## src/rtl/lr35902_lcd_fb.sv

```systemverilog
// lr35902_lcd_fb: packs the PPU 2bpp pixel stream into a 160x144 linear
// framebuffer (40 bytes/line) through a small byte FIFO and a ready/valid
// write port.
// Ports: clk, reset (async, active-low); PPU side disp_on, hsync, vsync,
// px_out, px; memory side fb_adr, fb_dout, fb_write, fb_ready; status
// frame_done, fill_busy, sticky err_ovf/err_long/err_short, err_clr.
// Option: define LR35902_LCD_FB_BLANK_FILL_EN to zero-fill the framebuffer
// whenever the LCD is switched off.
module lr35902_lcd_fb #(
    parameter int          DEPTH   = 4,
    parameter logic [12:0] FB_BASE = 13'h0000
) (
    input  logic        clk,
    input  logic        reset,
    input  logic        disp_on,
    input  logic        hsync,
    input  logic        vsync,
    input  logic        px_out,
    input  logic [1:0]  px,
    output logic [12:0] fb_adr,
    output logic [7:0]  fb_dout,
    output logic        fb_write,
    input  logic        fb_ready,
    output logic        frame_done,
    output logic        fill_busy,
    output logic        err_ovf,
    output logic        err_long,
    output logic        err_short,
    input  logic        err_clr
);
    localparam int          AW       = $clog2(DEPTH);
    localparam logic [12:0] LAST_OFS = 13'd5759;
    localparam logic [12:0] LAST_ADR = FB_BASE + LAST_OFS;

    typedef enum logic [1:0] {S_WAIT, S_ACTIVE, S_FILL} state_t;

    state_t      r_state;
    state_t      w_state_nxt;
    logic [7:0]  r_x;
    logic [7:0]  r_y;
    logic [12:0] r_line_base;
    logic [5:0]  r_pack;
    logic        r_frame_drop;
    logic        r_frame_done;
    logic        r_err_ovf;
    logic        r_err_long;
    logic        r_err_short;

    // FIFO entry: {last-of-clean-frame, address, data}
    logic [21:0] r_mem [DEPTH];
    logic [AW:0] r_wr;
    logic [AW:0] r_rd;
    logic [21:0] w_head;
    logic        w_empty;
    logic        w_full;
    logic        w_pop;
    logic        w_push_ok;
    logic        w_ovf;

    logic [7:0]  w_x_nxt;
    logic [7:0]  w_y_nxt;
    logic [12:0] w_base_nxt;
    logic [5:0]  w_pack_nxt;
    logic [7:0]  w_byte;
    logic [12:0] w_adr;
    logic        w_push;
    logic [21:0] w_push_ent;
    logic        w_set_short;
    logic        w_set_long;
    logic        w_frame_clr;
    logic        w_flush;

`ifdef LR35902_LCD_FB_BLANK_FILL_EN
    logic        r_disp_q;
    logic [12:0] r_fill_cnt;
`endif

    assign w_empty   = (r_wr == r_rd);
    assign w_full    = (r_wr[AW] != r_rd[AW]) &&
                       (r_wr[AW-1:0] == r_rd[AW-1:0]);
    assign w_head    = r_mem[r_rd[AW-1:0]];
    assign w_pop     = !w_empty && fb_ready;
    // a full FIFO drops the byte even if a pop happens on the same clk
    assign w_push_ok = w_push && !w_full;
    assign w_ovf     = w_push && w_full;

    always_ff @(posedge clk or negedge reset) begin
        if (!reset) begin
            r_state      <= S_WAIT;
            r_x          <= '0;
            r_y          <= '0;
            r_line_base  <= FB_BASE;
            r_pack       <= '0;
            r_frame_drop <= 1'b0;
        end else begin
            r_state      <= w_state_nxt;
            r_x          <= w_x_nxt;
            r_y          <= w_y_nxt;
            r_line_base  <= w_base_nxt;
            r_pack       <= w_pack_nxt;
            if (w_frame_clr)
                r_frame_drop <= 1'b0;
            else if (w_ovf)
                r_frame_drop <= 1'b1;
        end
    end

    always_comb begin
        w_state_nxt = r_state;
        w_x_nxt     = r_x;
        w_y_nxt     = r_y;
        w_base_nxt  = r_line_base;
        w_pack_nxt  = r_pack;
        w_byte      = '0;
        w_adr       = '0;
        w_push      = 1'b0;
        w_push_ent  = '0;
        w_set_short = 1'b0;
        w_set_long  = 1'b0;
        w_frame_clr = 1'b0;
        w_flush     = 1'b0;
        case (r_state)
            S_WAIT: begin
                if (vsync && disp_on) begin
                    w_state_nxt = S_ACTIVE;
                    w_x_nxt     = '0;
                    w_y_nxt     = '0;
                    w_base_nxt  = FB_BASE;
                    w_pack_nxt  = '0;
                    w_frame_clr = 1'b1;
                end
`ifdef LR35902_LCD_FB_BLANK_FILL_EN
                else if (r_disp_q && !disp_on) begin
                    w_state_nxt = S_FILL;
                    w_flush     = 1'b1;
                end
`endif
            end
            S_ACTIVE: begin
                if (!disp_on) begin
`ifdef LR35902_LCD_FB_BLANK_FILL_EN
                    w_state_nxt = S_FILL;
                    w_flush     = 1'b1;
`else
                    w_state_nxt = S_WAIT;
`endif
                end else begin
                    // line boundary is applied before a same-clk pixel
                    if (hsync) begin
                        if (r_y < 8'd144 && r_x != 8'd0 && r_x < 8'd160)
                            w_set_short = 1'b1;
                        w_x_nxt    = '0;
                        w_pack_nxt = '0;
                        if (vsync) begin
                            w_y_nxt     = '0;
                            w_base_nxt  = FB_BASE;
                            w_frame_clr = 1'b1;
                        end else if (r_y < 8'd144) begin
                            w_y_nxt    = r_y + 8'd1;
                            w_base_nxt = r_line_base + 13'd40;
                        end
                    end
                    if (px_out) begin
                        if (w_y_nxt < 8'd144 && w_x_nxt < 8'd160) begin
                            w_byte     = {w_pack_nxt, px};
                            w_pack_nxt = w_byte[5:0];
                            if (w_x_nxt[1:0] == 2'd3) begin
                                w_adr      = w_base_nxt +
                                             {7'd0, w_x_nxt[7:2]};
                                w_push     = 1'b1;
                                w_push_ent = {(w_adr == LAST_ADR) &&
                                              !r_frame_drop,
                                              w_adr, w_byte};
                            end
                            w_x_nxt = w_x_nxt + 8'd1;
                        end else if (w_y_nxt < 8'd144) begin
                            w_set_long = 1'b1;
                        end
                    end
                end
            end
            S_FILL: begin
`ifdef LR35902_LCD_FB_BLANK_FILL_EN
                if (fb_ready && r_fill_cnt == LAST_OFS)
                    w_state_nxt = S_WAIT;
`else
                w_state_nxt = S_WAIT;
`endif
            end
            default: w_state_nxt = S_WAIT;
        endcase
    end

    always_ff @(posedge clk or negedge reset) begin
        if (!reset) begin
            r_wr <= '0;
            r_rd <= '0;
        end else if (w_flush) begin
            r_wr <= '0;
            r_rd <= '0;
        end else begin
            if (w_push_ok)
                r_wr <= r_wr + 1'b1;
            if (w_pop)
                r_rd <= r_rd + 1'b1;
        end
    end

    always_ff @(posedge clk) begin
        if (w_push_ok)
            r_mem[r_wr[AW-1:0]] <= w_push_ent;
    end

    always_ff @(posedge clk or negedge reset) begin
        if (!reset) begin
            r_frame_done <= 1'b0;
            r_err_ovf    <= 1'b0;
            r_err_long   <= 1'b0;
            r_err_short  <= 1'b0;
        end else begin
            r_frame_done <= w_pop && w_head[21] && !w_flush;
            r_err_ovf    <= (r_err_ovf & ~err_clr) | w_ovf;
            r_err_long   <= (r_err_long & ~err_clr) | w_set_long;
            r_err_short  <= (r_err_short & ~err_clr) | w_set_short;
        end
    end

`ifdef LR35902_LCD_FB_BLANK_FILL_EN
    always_ff @(posedge clk or negedge reset) begin
        if (!reset) begin
            r_disp_q   <= 1'b0;
            r_fill_cnt <= '0;
        end else begin
            r_disp_q <= disp_on;
            if (w_flush)
                r_fill_cnt <= '0;
            else if (r_state == S_FILL && fb_ready)
                r_fill_cnt <= r_fill_cnt + 13'd1;
        end
    end
`endif

    always_comb begin
        fb_write = !w_empty;
        fb_adr   = w_empty ? 13'd0 : w_head[20:8];
        fb_dout  = w_empty ? 8'd0 : w_head[7:0];
`ifdef LR35902_LCD_FB_BLANK_FILL_EN
        if (r_state == S_FILL) begin
            fb_write = 1'b1;
            fb_adr   = FB_BASE + r_fill_cnt;
            fb_dout  = 8'd0;
        end
`endif
    end

`ifdef LR35902_LCD_FB_BLANK_FILL_EN
    assign fill_busy = (r_state == S_FILL);
`else
    assign fill_busy = 1'b0;
`endif

    assign frame_done = r_frame_done;
    assign err_ovf    = r_err_ovf;
    assign err_long   = r_err_long;
    assign err_short  = r_err_short;

endmodule

```

## config.mk

```make
export PLATFORM = sky130hd
export DESIGN_NAME = lr35902_lcd_fb
export DESIGN_NICKNAME = d
export VERILOG_FILES = /design/src/rtl/lr35902_lcd_fb.sv
export SDC_FILE = /design/constraint.sdc
export NUM_CORES = 1
export LEC_CHECK = 0
export CORE_UTILIZATION = 45
export DETAILED_ROUTE_END_ITERATION = 10
export PLACE_DENSITY = 0.74
export SYNTH_ARGS = -nofsm -noshare
export SYNTH_HDL_FRONTEND = slang
export SYNTH_SLANG_ARGS = --single-unit
```

## constraint.sdc

```tcl
create_clock -name clk -period 9.1 [get_ports clk]
set_input_delay 1.82 -clock clk [delete_from_list [all_inputs] [get_ports clk]]
set_output_delay 1.82 -clock clk [all_outputs]
set_load 0.005 [all_outputs]
```

==> run metrics, run 1 <==
NetSw=around 420 uW; CTS clk-pin slew, worst paths=about 0.050 ns; first-pass GRT wire length=roughly 22,000 um; Via Count=4,120; fmax=0.180 GHz; final wirelength=13,200 um; FP Rows=43; Worst Path Required=~9.3 ns; CP bufs+invs=3; syn avg cell area=12.9 um^2; asr flop ratio synth=34.8%; CTS tree=built; largest net degree at the start of global routing=48; Crit Path Class=in2reg; clock share of power=40.0%; area leader, netlist=edfxtp_1; GR Overflow Total=0; clk_skew=just under 0.007 ns; Slew headroom=21.7%; worst-path fanout max=33; DR WL/cell=17.8 um; CP arrival=around 5.7 ns; post-CTS repair timing setup buffer count=0; post-CTS sizing=0; gpl congestion=0.818; area growth from synthesis to layout=17.0%; worst hold stages=1; P_leak=approximately 0.0028 uW; Die Wd=122 um; CTS Buffer Depth=2; Synth Register Bits=135; vias in the first global route=4,315; drt first-iter violations=274; syn nets=533; Root Driver=clkbuf_16; Hold Fails Final Rpt=0; chip height=between 100 and 150 um; Top delay family on crit path=simple AND/OR/NAND/NOR gates; switch share=24.5%; Detailed Routing Iterations Pass 1=4; initial antenna violation count=0; flop-to-flop setup slack=~5 ns; # hold bufs at CTS=0; cell area after synthesis=6530 um^2; share of power burned in registers=39.5%; design area=about 7600 um^2; final total power=roughly 1700 uW; final std cells w/o fill=738; worst vdd ir=0.200 mV; sequential area share after synthesis=58.5%; GRT Total Usage=roughly a fifth; Core ar.=14,000 um^2; Hold WC Path Type=reg2reg; unrepaired setup endpoints after global routing=no; Main synth FF type=edfxtp_1; later-pin clock latency in the skew report=approximately 0.42 ns; Startpoint Class=primary input; area share of the largest cell type after synthesis=40.5%; port bufs=35; final period utilization=60.9%; Netlist cell types=66; synthesized instance count=507; CP Depth=11; CP max-delay cell=or4b_1; fin. max-slew vios=0; Worst Hold End=r_line_base[1]$_DFFE_PN0P_; pwr/cell area=approximately 220 nW/um^2; Worst R2R Start=r_y[5]$_DFFE_PN0P_; Max Cap Viol=0; Residual DRC=0; critical hold path startpoint=r_line_base[1]$_DFFE_PN0P_; Nets=571; Final setup viols=0; # H-tree levels=4; initial core utilization=46.5%; crit path capture type=register; Worst Tran Pin Value=1.17 ns; dpl hpwl=8890 um; CP cell instances=clkdlybuf4s50_1, buf_4, nand2_1, and2_1, ha_1, inv_1, fa_1, or3_1, or4_1, or4b_1, a2111oi_2; Post-DP Area=7050 um^2; top post-synthesis cells by area=edfxtp_1 (40%), dfrtp_1 (18%), mux4_2 (7.6%), nor2b_1 (3.3%), ha_1 (2.9%); post-place setup slack=3.12 ns; Routed Antenna Nets=0; Final min period=5.54 ns; internal power=around 1300 uW; via/cell ratio=5.58; YS warnings=0; setup TNS=0 ns; Post-synth EDFFs=88; placed insts=706; count leader, synth=edfxtp_1; clock sink count=135; share of cells above drive strength 1=12.2%; outcome=complete, no violations; reg2reg path depth=12; CP peak stage delay=0.53 ns; diodes inserted=0; CTS buffer count=17; share of power burned in combinational logic=20.5%; synth cell count leaders=edfxtp_1 (88), dfrtp_1 (47), nand2_1 (38); r2r endpoint=r_mem[0][21]$_DFFE_PP_; I/O pin total=37; setup ws final=3.56 ns; Die ar.=15,000 um^2
==> through the flow <==
stage / utilization [%] / hold WS, ns
floorplan: - / 0.444
global placement: 50.2 / 0.468
detailed placement: 50.2 / 0.474
CTS: 54.4 / 0.486
global route: 54.4 / 0.487
finish: 54.4 / 0.486
==> area by class of cell <==
class | count | area (um^2)
timing repair buffer | 42 | 398
sequential | 135 | 3820
tap | 180 | 225
inverter | 21 | 78.8
multi-input combinational | 328 | 2530
fill | 1124 | 6400
clock buffer | 20 | 437
clock inverter | 12 | 153
==> worst max path at each step <==
stage / from / to
global placement: hsync / r_mem[0][21]$_DFFE_PP_
global route: hsync / r_mem[0][21]$_DFFE_PP_
CTS: hsync / r_mem[0][21]$_DFFE_PP_
floorplan: vsync / r_mem[0][21]$_DFFE_PP_
finish: hsync / r_mem[0][21]$_DFFE_PP_
detailed placement: hsync / r_mem[0][21]$_DFFE_PP_
==> power groups by stage <==
stage	combinational [uW]	clock [uW]	sequential (uW)
6_report	349	682	672
5_1_grt	387	717	675
4_1_cts	356	690	673
3_5_place_dp	354	0	684
3_3_place_gp	353	0	683
2_1_floorplan	207	0	683
==> kinds of logic (layout without fill, tap and decap cells) <==
group	Yosys count	in the layout	share of synthesized area, %
compound gates	81	81	8.93
simple gates	178	178	14.7
buf+inv	44	95	2.86
fa+ha+maj	16	16	3.18
xor+xnor	29	29	4.01
mux	23	23	7.76
flops	135	135	58.5
other cells	1	1	0.0574
==> worst register-to-register path: stages, from the launching register on <==
cell	delay [ns]
dfrtp_1	0.51
o31ai_4	0.44
nand2_1	0.30
xor2_1	0.20
nor2_1	0.07
ha_1	0.36
o21ai_1	0.09
o21ai_1	0.17
o21ai_1	0.10
xor2_1	0.15
or4_1	0.49
or4b_1	0.53
a2111oi_2	0.48
==> cells in the final DEF, fill, tap and decap left out, types with 3 or more instances in the layout <==
cell type / count
nand4_1: 6
nand3_1: 13
nor2b_1: 34
clkbuf_1: 3
nor4_1: 3
clkdlybuf4s50_1: 34
clkbuf_16: 17
buf_4: 7
inv_1: 21
nand2_1: 38
and3_1: 4
ha_1: 15
a22o_1: 8
dfrtp_1: 47
a32o_1: 5
mux4_2: 22
clkinv_4: 3
nor2_1: 36
bufinv_16: 3
edfxtp_1: 88
nor3_1: 7
o21ai_0: 21
and2_1: 18
a21o_1: 4
a211oi_1: 3
o21ai_1: 7
xor2_1: 13
a21oi_1: 8
xnor2_1: 15
==> registers in the layout (all words and copies together) (netlist names) <==
register	cells
frame_done	1
r_frame_drop	1
r_x	8
err_long	1
r_y	8
r_pack	6
r_mem	88
err_ovf	1
err_short	1
r_rd	3
r_wr	3
r_line_base	13
r_state	1
==> layer usage <==
layer / vias to the layer above / GRT usage, % / wire (um)
li1: 1945 / - / -
met1: 2081 / 24.0 / 5990
met5: - / 0 / 0
met3: 13 / 5.39 / 483
met4: 0 / 6.71 / 155
met2: 81 / 33.5 / 6540
No activity file was read; power rests on OpenSTA's default activity.
==> run 2, diff against run 1 <==
==> constraint.sdc (replaced) <==
create_clock -name clk -period 5.6 [get_ports clk]
set_input_delay 1.12 -clock clk [delete_from_list [all_inputs] [get_ports clk]]
set_output_delay 1.12 -clock clk [all_outputs]
set_load 0.005 [all_outputs]
==> run 2 against run 1 <==
Global-route usage up 0.33 points. Sequential power up 70%. First-iteration DRC count rose by 12%. Utilization about the same. Total power rose by 60%. Routed wire length rose by 1.3%. Sequential share of layout area about the same. Non-clock buffer count rose by 3.
==> run metrics, run 2 (synthesis results as in run 1) <==
CTS buffer count=17 (unchanged); port bufs=35 (unchanged); CP arrival=4.92 ns (was 5.71 ns); first-pass GRT wire length=22,200 um (was 21,900 um); vias in the first global route=4,280 (was 4,315); gpl congestion=0.829 (was 0.818); via/cell ratio=5.70 (was 5.58); Via Count=4,226 (was 4,120); Hold WC Path Type=reg2reg (unchanged); P_leak=0.00285 uW (was 0.00284 uW); Routed Antenna Nets=0 (unchanged); setup TNS=0 ns (unchanged); # H-tree levels=4 (unchanged); unrepaired setup endpoints after global routing=no (unchanged); initial antenna violation count=0 (unchanged); drt first-iter violations=307 (was 274); clk_skew=0.00804 ns (was 0.00695 ns); CTS tree=built (unchanged); max reg flops=88 (unchanged); I/O pin total=37 (unchanged); GRT Total Usage=20.0% (was 19.7%); Root Driver=clkbuf_16 (unchanged); chip height=122 um (unchanged); dpl hpwl=8870 um (was 8890 um); final period utilization=between 80% and 90%; DR WL/cell=18.0 um (was 17.8 um); Final setup viols=0 (unchanged); CP peak stage delay=0.53 ns (about the same); worst vdd ir=0.178 mV (was 0.200 mV); design area=7630 um^2 (was 7640 um^2); Final min period=roughly 4.8 ns; Worst Path Required=5.77 ns (was 9.27 ns); fin. max-slew vios=0 (unchanged); hold_ws=0.483 ns (was 0.486 ns); number of fill cells=1,137 (was 1,124); Max Cap Viol=0 (unchanged); Core ar.=14,000 um^2 (unchanged); share of cells above drive strength 1=12.7% (was 12.2%); most frequent cells in the layout=edfxtp_1 (88), dfrtp_1 (47), nand2_1 (38) (unchanged); area growth from synthesis to layout=16.9% (was 17.0%); Residual DRC=0 (unchanged); Startpoint Class=primary input (unchanged); crit path capture type=register (unchanged); fin util=54.4% (about the same); CTS Buffer Depth=2 (unchanged); final wirelength=13,300 um (was 13,200 um); Die Wd=122 um (unchanged); placed insts=709 (was 706); final std cells w/o fill=741 (was 738); pwr/cell area=358 nW/um^2 (was 223 nW/um^2); post-CTS repair timing setup buffer count=0 (unchanged); initial core utilization=46.5% (unchanged); CTS clk-pin slew, worst paths=0.06 ns (was 0.05 ns); Hold Fails Final Rpt=0 (unchanged); Storage cell area=3820 um^2 (unchanged); worst-path fanout max=30 (was 33); Nets=574 (was 571); FP Rows=43 (unchanged); diodes inserted=0 (unchanged); clock sink count=135 (unchanged); Worst Tran Pin Value=1.09 ns (was 1.17 ns); outcome=complete, no violations (unchanged); GR Overflow Total=0 (unchanged); Post-DP Area=7070 um^2 (was 7050 um^2); CP max-delay cell=clkdlybuf4s50_1 (was or4b_1); post-CTS sizing=0 (unchanged); Die ar.=15,000 um^2 (unchanged); cell repeated most along the worst path=o21ai_1; fmax=0.210 GHz; footprint of the multi-input gates=2530 um^2 (unchanged); commonest non-fill, non-tap cell in the layout=edfxtp_1 (unchanged); later-pin clock latency in the skew report=0.42 ns (about the same); largest net degree at the start of global routing=48 (unchanged); CP cell instances=clkdlybuf4s50_1, buf_4, nand2_1, xor2_1, nor2_1, ha_1, o21ai_1, o21ai_1, o21ai_1, xor2_1, or4_1, or4b_1, a2111oi_2 (was clkdlybuf4s50_1, buf_4, nand2_1, and2_1, ha_1, inv_1, fa_1, or3_1, or4_1, or4b_1, a2111oi_2); Slew headroom=27.5% (was 21.7%); Crit Path Class=in2reg (unchanged); Detailed Routing Iterations Pass 1=6 (was 4); # hold bufs at CTS=0 (unchanged)
## run 2: cell types whose count changed in the layout (fill, tap and decap cells not counted), sizes merged
cell,delta
buf,+3
bufinv,-1
clkinv,-1
clkinvlp,+1
inv,+1
## run 2: cell type report
cell class	instances	area share, %
sequential	135	50.0
multi-input combinational	328	33.1
clock buffer	20	5.72
timing repair buffer	45	5.51
tap	180	2.95
clock inverter	12	1.66
inverter	21	1.03
## run 2: metrics by stage
stage | power, uW | worst slack (ns)
after detailed placement | 1690 | 0.440
after global placement | 1680 | 0.621
after CTS | 2760 | 0.876
final | 2730 | 0.849
after floorplan | 1450 | 1.22
after global routing | 2860 | 0.618
## run 2: final timing paths
path                                       start                           to  slack [ns]  cells after the start
setup / recovery                           hsync       r_mem[3][21]$_DFFE_PP_        0.85                     13
hold / removal             r_pack[4]$_DFFE_PN0P_        r_pack[4]$_DFFE_PN0P_        0.48                      1
setup reg to reg              r_y[5]$_DFFE_PN0P_       r_mem[3][21]$_DFFE_PP_        1.40                     12
hold reg to reg            r_pack[4]$_DFFE_PN0P_        r_pack[4]$_DFFE_PN0P_        0.48                      1
max in group asynchronous                  reset        r_pack[1]$_DFFE_PN0P_        4.03                      1
min in group asynchronous                  reset  r_line_base[11]$_DFFE_PN0P_        0.91                      1
## run 2: worst max-delay path: cells and delay by family
kind / cells / cell delay, ns
AOI/OAI and AO/OA: 4 / 0.85
buffers and inverters: 2 / 0.85
xor gates and xnor gates: 2 / 0.36
adders and majority gates: 1 / 0.34
and+or+nand+nor: 4 / 1.36
## run 2: power breakdown
group	total (uW)	switching [uW]	internal, uW
clock	1060	413	652
combinational	524	207	317
sequential	1140	66.4	1080
## run 2: per-layer routing
layer	routed length (um)	global-route usage, %
met3	618	4.32
met1	5970	25.9
met5	0	0
met2	6530	32.9
met4	218	7.77
